$ cat src/rtl/image_dram_pkg.sv
// ============================================================================
// Module      : image_dram_pkg
// Description : Shared AXI constants, read-master state encoding and the
//               4 KB page split helper for the ImageSender DRAM path.
// Revision    : 1.0 - initial release
// ============================================================================
`default_nettype none

package image_dram_pkg;

    localparam int DRAM_ADDR_W = 39;
    localparam int PAGE_BYTES  = 4096;

    localparam logic [1:0] BURST_INCR       = 2'b01;
    localparam logic [2:0] SIZE_16B         = 3'b100;
    localparam logic [3:0] CACHE_MODIFIABLE = 4'b0011;
    localparam logic [2:0] PROT_DEFAULT     = 3'b000;
    localparam logic [1:0] RESP_OKAY        = 2'b00;

    localparam logic [DRAM_ADDR_W-13:0] PAGE_ONE = 1;

    localparam logic [2:0] ST_IDLE = 3'd0;
    localparam logic [2:0] ST_AR1  = 3'd1;
    localparam logic [2:0] ST_R1   = 3'd2;
    localparam logic [2:0] ST_AR2  = 3'd3;
    localparam logic [2:0] ST_R2   = 3'd4;

    typedef enum logic [2:0] {
        IDLE = ST_IDLE,
        AR1  = ST_AR1,
        R1   = ST_R1,
        AR2  = ST_AR2,
        R2   = ST_R2
    } rd_state_t;

    typedef struct packed {
        logic                   split;
        logic [7:0]             len1;
        logic [7:0]             len2;
        logic [DRAM_ADDR_W-1:0] addr2;
    } split_t;

    // A burst that would cross a 4 KB boundary is cut into two INCR bursts;
    // the page carry out of the top address bit is discarded.
    function automatic split_t split_burst(input logic [DRAM_ADDR_W-1:0] addr,
                                           input logic [7:0]             len);
        split_t                  s;
        logic [8:0]              page_beats;
        logic [8:0]              beats;
        logic [DRAM_ADDR_W-13:0] page_hi;
        page_beats = 9'(PAGE_BYTES / 16) - {1'b0, addr[11:4]};
        beats      = {1'b0, len} + 9'd1;
        page_hi    = addr[DRAM_ADDR_W-1:12] + PAGE_ONE;
        s.addr2    = {page_hi, 12'h000};
        if (beats <= page_beats) begin
            s.split = 1'b0;
            s.len1  = len;
            s.len2  = 8'd0;
        end else begin
            s.split = 1'b1;
            s.len1  = page_beats[7:0] - 8'd1;
            s.len2  = len - page_beats[7:0];
        end
        return s;
    endfunction

endpackage

`default_nettype wire

$ cat src/rtl/dram_read_master.sv
// ============================================================================
// Module      : dram_read_master
// Description : AXI4 read master turning one ImageSender DRAM request into one
//               or two page-bounded INCR bursts and returning beats in order.
// Revision    : 1.0 - initial release
// ============================================================================
`default_nettype none

module dram_read_master
    import image_dram_pkg::*;
#(
    parameter int DRAM_ADDR_WIDTH = DRAM_ADDR_W,
    parameter int DRAM_DATA_WIDTH = 128,
    parameter int AXI_ID_WIDTH    = 6
) (
    input  logic                       m_axi_aclk,
    input  logic                       m_axi_areset,

    input  logic [DRAM_ADDR_WIDTH-1:0] dram_read_addr,
    input  logic [7:0]                 dram_read_len,
    input  logic                       dram_read_en,
    input  logic                       dram_buffer_full,
    output logic                       dram_read_busy,
    output logic [DRAM_DATA_WIDTH-1:0] dram_read_data,
    output logic                       dram_read_data_valid,
    output logic                       dram_read_error,

    output logic [DRAM_ADDR_WIDTH-1:0] m_axi_araddr,
    output logic [7:0]                 m_axi_arlen,
    output logic [AXI_ID_WIDTH-1:0]    m_axi_arid,
    output logic [1:0]                 m_axi_arburst,
    output logic [2:0]                 m_axi_arsize,
    output logic [3:0]                 m_axi_arcache,
    output logic [2:0]                 m_axi_arprot,
    output logic                       m_axi_arvalid,
    input  logic                       m_axi_arready,
    input  logic [DRAM_DATA_WIDTH-1:0] m_axi_rdata,
    input  logic [1:0]                 m_axi_rresp,
    input  logic                       m_axi_rlast,
    input  logic [AXI_ID_WIDTH-1:0]    m_axi_rid,
    input  logic                       m_axi_rvalid,
    output logic                       m_axi_rready
);

    rd_state_t                  r_state;
    logic                       r_busy;
    logic                       r_error;
    logic                       r_arvalid;
    logic [DRAM_ADDR_WIDTH-1:0] r_araddr;
    logic [7:0]                 r_arlen;
    logic [DRAM_DATA_WIDTH-1:0] r_data;
    logic                       r_data_valid;
    logic                       r_split;
    logic [7:0]                 r_len2;
    logic [DRAM_ADDR_WIDTH-1:0] r_addr2;
    logic [7:0]                 r_beat_cnt;

    logic [DRAM_ADDR_WIDTH-1:0] w_req_addr;
    split_t                     w_split;
    logic                       w_in_r;
    logic                       w_beat;
    logic                       w_beat_bad;
    logic                       w_unused_ok;

    assign w_req_addr = {dram_read_addr[DRAM_ADDR_WIDTH-1:4], 4'h0};
    assign w_split    = split_burst(w_req_addr, dram_read_len);
    assign w_in_r     = (r_state == R1) || (r_state == R2);
    assign w_beat     = m_axi_rvalid && m_axi_rready;
    // Flag a bad response or an RLAST that disagrees with the beat count.
    assign w_beat_bad = (m_axi_rresp != RESP_OKAY) || (m_axi_rlast != (r_beat_cnt == 8'd0));
    assign w_unused_ok = ^{m_axi_rid, dram_read_addr[3:0]};

    always_ff @(posedge m_axi_aclk or posedge m_axi_areset) begin
        if (m_axi_areset) begin
            r_state      <= IDLE;
            r_busy       <= 1'b0;
            r_error      <= 1'b0;
            r_arvalid    <= 1'b0;
            r_araddr     <= '0;
            r_arlen      <= '0;
            r_data       <= '0;
            r_data_valid <= 1'b0;
            r_split      <= 1'b0;
            r_len2       <= '0;
            r_addr2      <= '0;
            r_beat_cnt   <= '0;
        end else begin
            r_data_valid <= w_beat;
            if (w_beat) begin
                r_data <= m_axi_rdata;
                if (w_beat_bad) begin
                    r_error <= 1'b1;
                end
                if (r_beat_cnt != 8'd0) begin
                    r_beat_cnt <= r_beat_cnt - 8'd1;
                end
            end

            case (r_state)
                IDLE: begin
                    if (dram_read_en) begin
                        r_state    <= AR1;
                        r_busy     <= 1'b1;
                        r_error    <= 1'b0;
                        r_arvalid  <= 1'b1;
                        r_araddr   <= w_req_addr;
                        r_arlen    <= w_split.len1;
                        r_beat_cnt <= w_split.len1;
                        r_split    <= w_split.split;
                        r_len2     <= w_split.len2;
                        r_addr2    <= w_split.addr2;
                    end
                end
                AR1: begin
                    if (m_axi_arready) begin
                        r_arvalid <= 1'b0;
                        r_state   <= R1;
                    end
                end
                R1: begin
                    if (w_beat && m_axi_rlast) begin
                        if (r_split) begin
                            r_state    <= AR2;
                            r_arvalid  <= 1'b1;
                            r_araddr   <= r_addr2;
                            r_arlen    <= r_len2;
                            r_beat_cnt <= r_len2;
                        end else begin
                            r_state <= IDLE;
                            r_busy  <= 1'b0;
                        end
                    end
                end
                AR2: begin
                    if (m_axi_arready) begin
                        r_arvalid <= 1'b0;
                        r_state   <= R2;
                    end
                end
                R2: begin
                    if (w_beat && m_axi_rlast) begin
                        r_state <= IDLE;
                        r_busy  <= 1'b0;
                    end
                end
                default: begin
                    r_state <= IDLE;
                end
            endcase
        end
    end

    assign m_axi_rready         = w_in_r && !dram_buffer_full;
    assign m_axi_arvalid        = r_arvalid;
    assign m_axi_araddr         = r_araddr;
    assign m_axi_arlen          = r_arlen;
    assign m_axi_arid           = '0;
    assign m_axi_arburst        = BURST_INCR;
    assign m_axi_arsize         = SIZE_16B;
    assign m_axi_arcache        = CACHE_MODIFIABLE;
    assign m_axi_arprot         = PROT_DEFAULT;
    assign dram_read_busy       = r_busy;
    assign dram_read_error      = r_error;
    assign dram_read_data       = r_data;
    assign dram_read_data_valid = r_data_valid;

endmodule

`default_nettype wire

$ cat config.mk
export PLATFORM = sky130hd
export DESIGN_NAME = dram_read_master
export DESIGN_NICKNAME = d
export VERILOG_FILES = /design/src/rtl/image_dram_pkg.sv /design/src/rtl/dram_read_master.sv
export SDC_FILE = /design/constraint.sdc
export NUM_CORES = 1
export LEC_CHECK = 0
export CAP_MARGIN = 20
export CORE_ASPECT_RATIO = 1.4
export CORE_MARGIN = 5
export CORE_UTILIZATION = 45
export CTS_BUF_LIST = sky130_fd_sc_hd__clkbuf_4 sky130_fd_sc_hd__clkbuf_8 sky130_fd_sc_hd__clkbuf_16
export DETAILED_ROUTE_END_ITERATION = 12
export GPL_ROUTABILITY_DRIVEN = 1
export HOLD_SLACK_MARGIN = 0.1
export PLACE_DENSITY = 0.88
export SLEW_MARGIN = 20
export SYNTH_ARGS = -nofsm -noshare
export SYNTH_HDL_FRONTEND = slang
export SYNTH_SLANG_ARGS = --single-unit
export TNS_END_PERCENT = 5
$ cat constraint.sdc
create_clock -name m_axi_aclk -period 9.8 [get_ports m_axi_aclk]
set_clock_uncertainty 0.05 [all_clocks]
set_input_delay 1.96 -clock m_axi_aclk [delete_from_list [all_inputs] [get_ports m_axi_aclk]]
set_output_delay 1.96 -clock m_axi_aclk [all_outputs]
set_load 0.02 [all_outputs]
==> impl_metrics.yaml <==
grt:
  globalRouteOverflowTotal: 0
  grt_max_degree: 145
  grt_pass1_wl_mm: 51.9
  grt_antenna_before_repair: 6
  grt_pass1_vias: 9713
  track_usage: 0.241
setup_path:
  cp_cell_sequence: "clkdlybuf4s50_1, nor3_1, clkdlybuf4s50_1"
  arrival_ps: 3430
  critical_path.n_buffers_inverters: 2
  rrSetupSlack_ps: 6060
  critPathMaxFanout: 2
  r2r_cells: 7
  crit_required_ps: 7790
  cp_common_cell: "clkdlybuf4s50_1"
  reg2reg_from: "r_state[1]"
  start_kind: "input port"
  crit_family: "buffers and inverters"
  reg2reg_to: "m_axi_arlen[6]"
  cpPeakStageDelay_ps: 690
  worst-setup-path-type: "in -> out"
  endpoint_kind: "output pin"
  crit_slowest_cell: "clkdlybuf4s50_1"
sta:
  drv_slew: 0
  period_share: 0.555
  timing.fmax_ghz: 0.184
  rsz0062_at_grt: "false"
  final-setup-viol-count: 0
  slew_headroom: 0.295
  timing.final.hold_violations: 0
  tns_ps: 0
  tightest_slew_ps: 1050
  fin_crit_ps: 5440
  worst_slack_ps: 4360
cts:
  cts.clk_slew.worst_paths_ps: 70
  cts_sinks: 222
  cts_buffers: 22
  cts_tree: "built"
  ctsHoldBuffers: 0
  cts-htree-levels: 1
  cts_resized: 0
  clockRootBuffer: "clkbuf_16"
  clockBufferDepth: 3
  postCtsSetupRepairBufs: 0
  insertion_delay_ps: 500
drt:
  routedWlPerCell_um: 17.7
  num_vias: 9619
  avgViaCountPerCell: 5.16
  wl_mm: 32.9
  met3WireLength_mm: 2.52
  drt_iter0_markers: 496
  drcViolationCount: 0
  drtPass1Iterations: 5
  wl_met1_mm: 12.2
  top_layer: "met5"
  met2_length_mm: 16.6
  drtAntennaViolNets: 0
final_layout:
  instances_no_fill: 1865
  postLayoutCoreUtil: 0.648
  finalNetCount: 1748
  area_growth_pct: 42.5
  drive_gt1_frac: 0.0418
  filler_cell_count: 1816
hold_path:
  min_delay_path_depth: 2
  worstHoldEndpoint: "dram_read_data[19]"
  hp-class: "reg -> reg"
  min-delay-start: "dram_read_data[19]"
yosys:
  ys_ff_latch: 222
  yosys_warnings: 0
  synth_edf_count: 0
  ys.flop_type: "dfrtp_1"
  syn-instance-count: 1218
  synth_area_per_cell_um2: 8.63
  synthDistinctLibCells: 60
  async_reset_ff_frac: 1.00
  syn-cell-area_mm2: 0.0105
  ys_seq_area_frac: 0.528
flow_run:
  cap_violations: 0
placement:
  dp_worst_setup_slack_ps: 4020
  post-dp-hpwl_mm: 24.3
  port-buffer-count: 355
  placed_cells: 1820
  gp_congestion: 0.891
floorplanning:
  die_w_um: 139
  die_area_mm2: 0.0266
  die_y_um: 191
  rows: 66
  fp.coreArea_mm2: 0.0231
  start_util: 0.455
  ios: 388
status:
  status: "complete, no violations"
pwr:
  total_power_uw: 4600
  irDropWorstVdd_mv: 0.170
  power_density_mw_per_mm2: 307
  p_leak_uw: 0.00694
worst max path at each step:
stage,start,to,slack [ps],cells after the start
after detailed placement,dram_read_addr[4],r_beat_cnt[3],4020,14
after CTS,dram_buffer_full,m_axi_rready,4410,3
after floorplan,m_axi_areset,dram_read_busy,1710,1
final,dram_buffer_full,m_axi_rready,4360,3
after global routing,dram_read_addr[4],m_axi_arlen[3],4260,14
after global placement,dram_read_addr[4],r_beat_cnt[3],4150,14
layer usage:
layer	GRT usage	vias up
met5	0	-
met2	0.425	384
met1	0.279	4582
li1	-	4567
met3	0.0547	84
met4	0.111	2
through the flow:
step,hold WS (ps),area (um2)
after floorplan,396,10600
after global placement,407,14200
after detailed placement,411,14200
after CTS,427,15000
after global routing,443,15000
final,422,15000
power breakdown:
part           internal [uW]  switching, uW  total, uW
Clock                    520            366        886
Sequential              1340            248       1580
Combinational            923           1210       2130
Total                   2780           1820       4600
cell type report:
type | count | area [um2] | area share
clock buffers | 33 | 694 | 0.0464
inverters | 19 | 86.3 | 0.00576
multi-input cells | 910 | 4560 | 0.304
diodes | 5 | 12.5 | 0.000835
flip-flops and latches | 222 | 5560 | 0.371
clock inverters | 7 | 75.1 | 0.00501
well taps | 306 | 383 | 0.0256
repair buffers | 363 | 3610 | 0.241
tightest hold or removal path: stages, from the launching register on:
cell	delay [ps]
dfrtp_1	340
nand2_1	50
nand2_1	50
cell usage after synthesis, drive strengths merged, types with 2 or more instances:
| cell | number | area [um2] |
|---|---|---|
| xor2 | 24 | 210 |
| and3 | 7 | 43.8 |
| o31a | 3 | 26.3 |
| nand2b | 5 | 31.3 |
| o311ai | 4 | 35.0 |
| and2 | 2 | 12.5 |
| inv | 19 | 71.3 |
| buf | 33 | 221 |
| a211o | 2 | 17.5 |
| a211oi | 2 | 15.0 |
| or3 | 6 | 42.5 |
| o21a | 4 | 30.0 |
| nand2 | 513 | 1930 |
| a31oi | 29 | 181 |
| mux2i | 10 | 100 |
| a221oi | 4 | 60.1 |
| a22o | 2 | 17.5 |
| ha | 19 | 238 |
| a21o | 4 | 30.0 |
| a221o | 3 | 30.0 |
| nand4 | 10 | 62.6 |
| nor2 | 62 | 235 |
| o211a | 3 | 30.0 |
| o31ai | 6 | 45.0 |
| dfrtp | 222 | 5560 |
| clkbuf | 54 | 203 |
| nand3 | 22 | 115 |
| nor3 | 18 | 90.1 |
| conb | 2 | 7.51 |
| a21oi | 17 | 85.1 |
| xnor2 | 27 | 236 |
| nor2b | 5 | 31.3 |
| nor4 | 2 | 12.5 |
| o22ai | 4 | 25.0 |
| o21ai | 54 | 285 |
flip-flops by register name, indices dropped and copies added, names as in the netlist:
name	count
r_len2	8
r_addr2	27
m_axi_arlen	8
dram_read_data	128
dram_read_data_valid	1
r_state	3
r_split	1
dram_read_busy	1
m_axi_araddr	35
dram_read_error	1
r_beat_cnt	8
m_axi_arvalid	1
cell families (layout without fill, tap and decap cells):
family / count (synthesis) / after routing / share of synthesized area
simple gates: 657 / 657 / 0.252
flops: 222 / 222 / 0.528
compound gates: 148 / 148 / 0.0932
buf+inv: 106 / 422 / 0.0471
xor+xnor: 51 / 51 / 0.0425
fa+ha+maj: 21 / 21 / 0.0255
mux: 11 / 11 / 0.0106
other cells: 2 / 27 / 0.000714
placed cells by master, fill, tap and decap left out, drive strengths merged, types with 19 or more instances in the layout:
cell           Yosys  layout
a31oi             29      29
clkbuf            54      33
clkdlybuf4s50      0     355
conb               2      22
dfrtp            222     222
ha                19      19
inv               19      20
nand2            513     513
nand3             22      22
nor2              62      62
o21ai             54      54
xnor2             27      27
xor2              24      24
(Power assumes the default switching activity.)
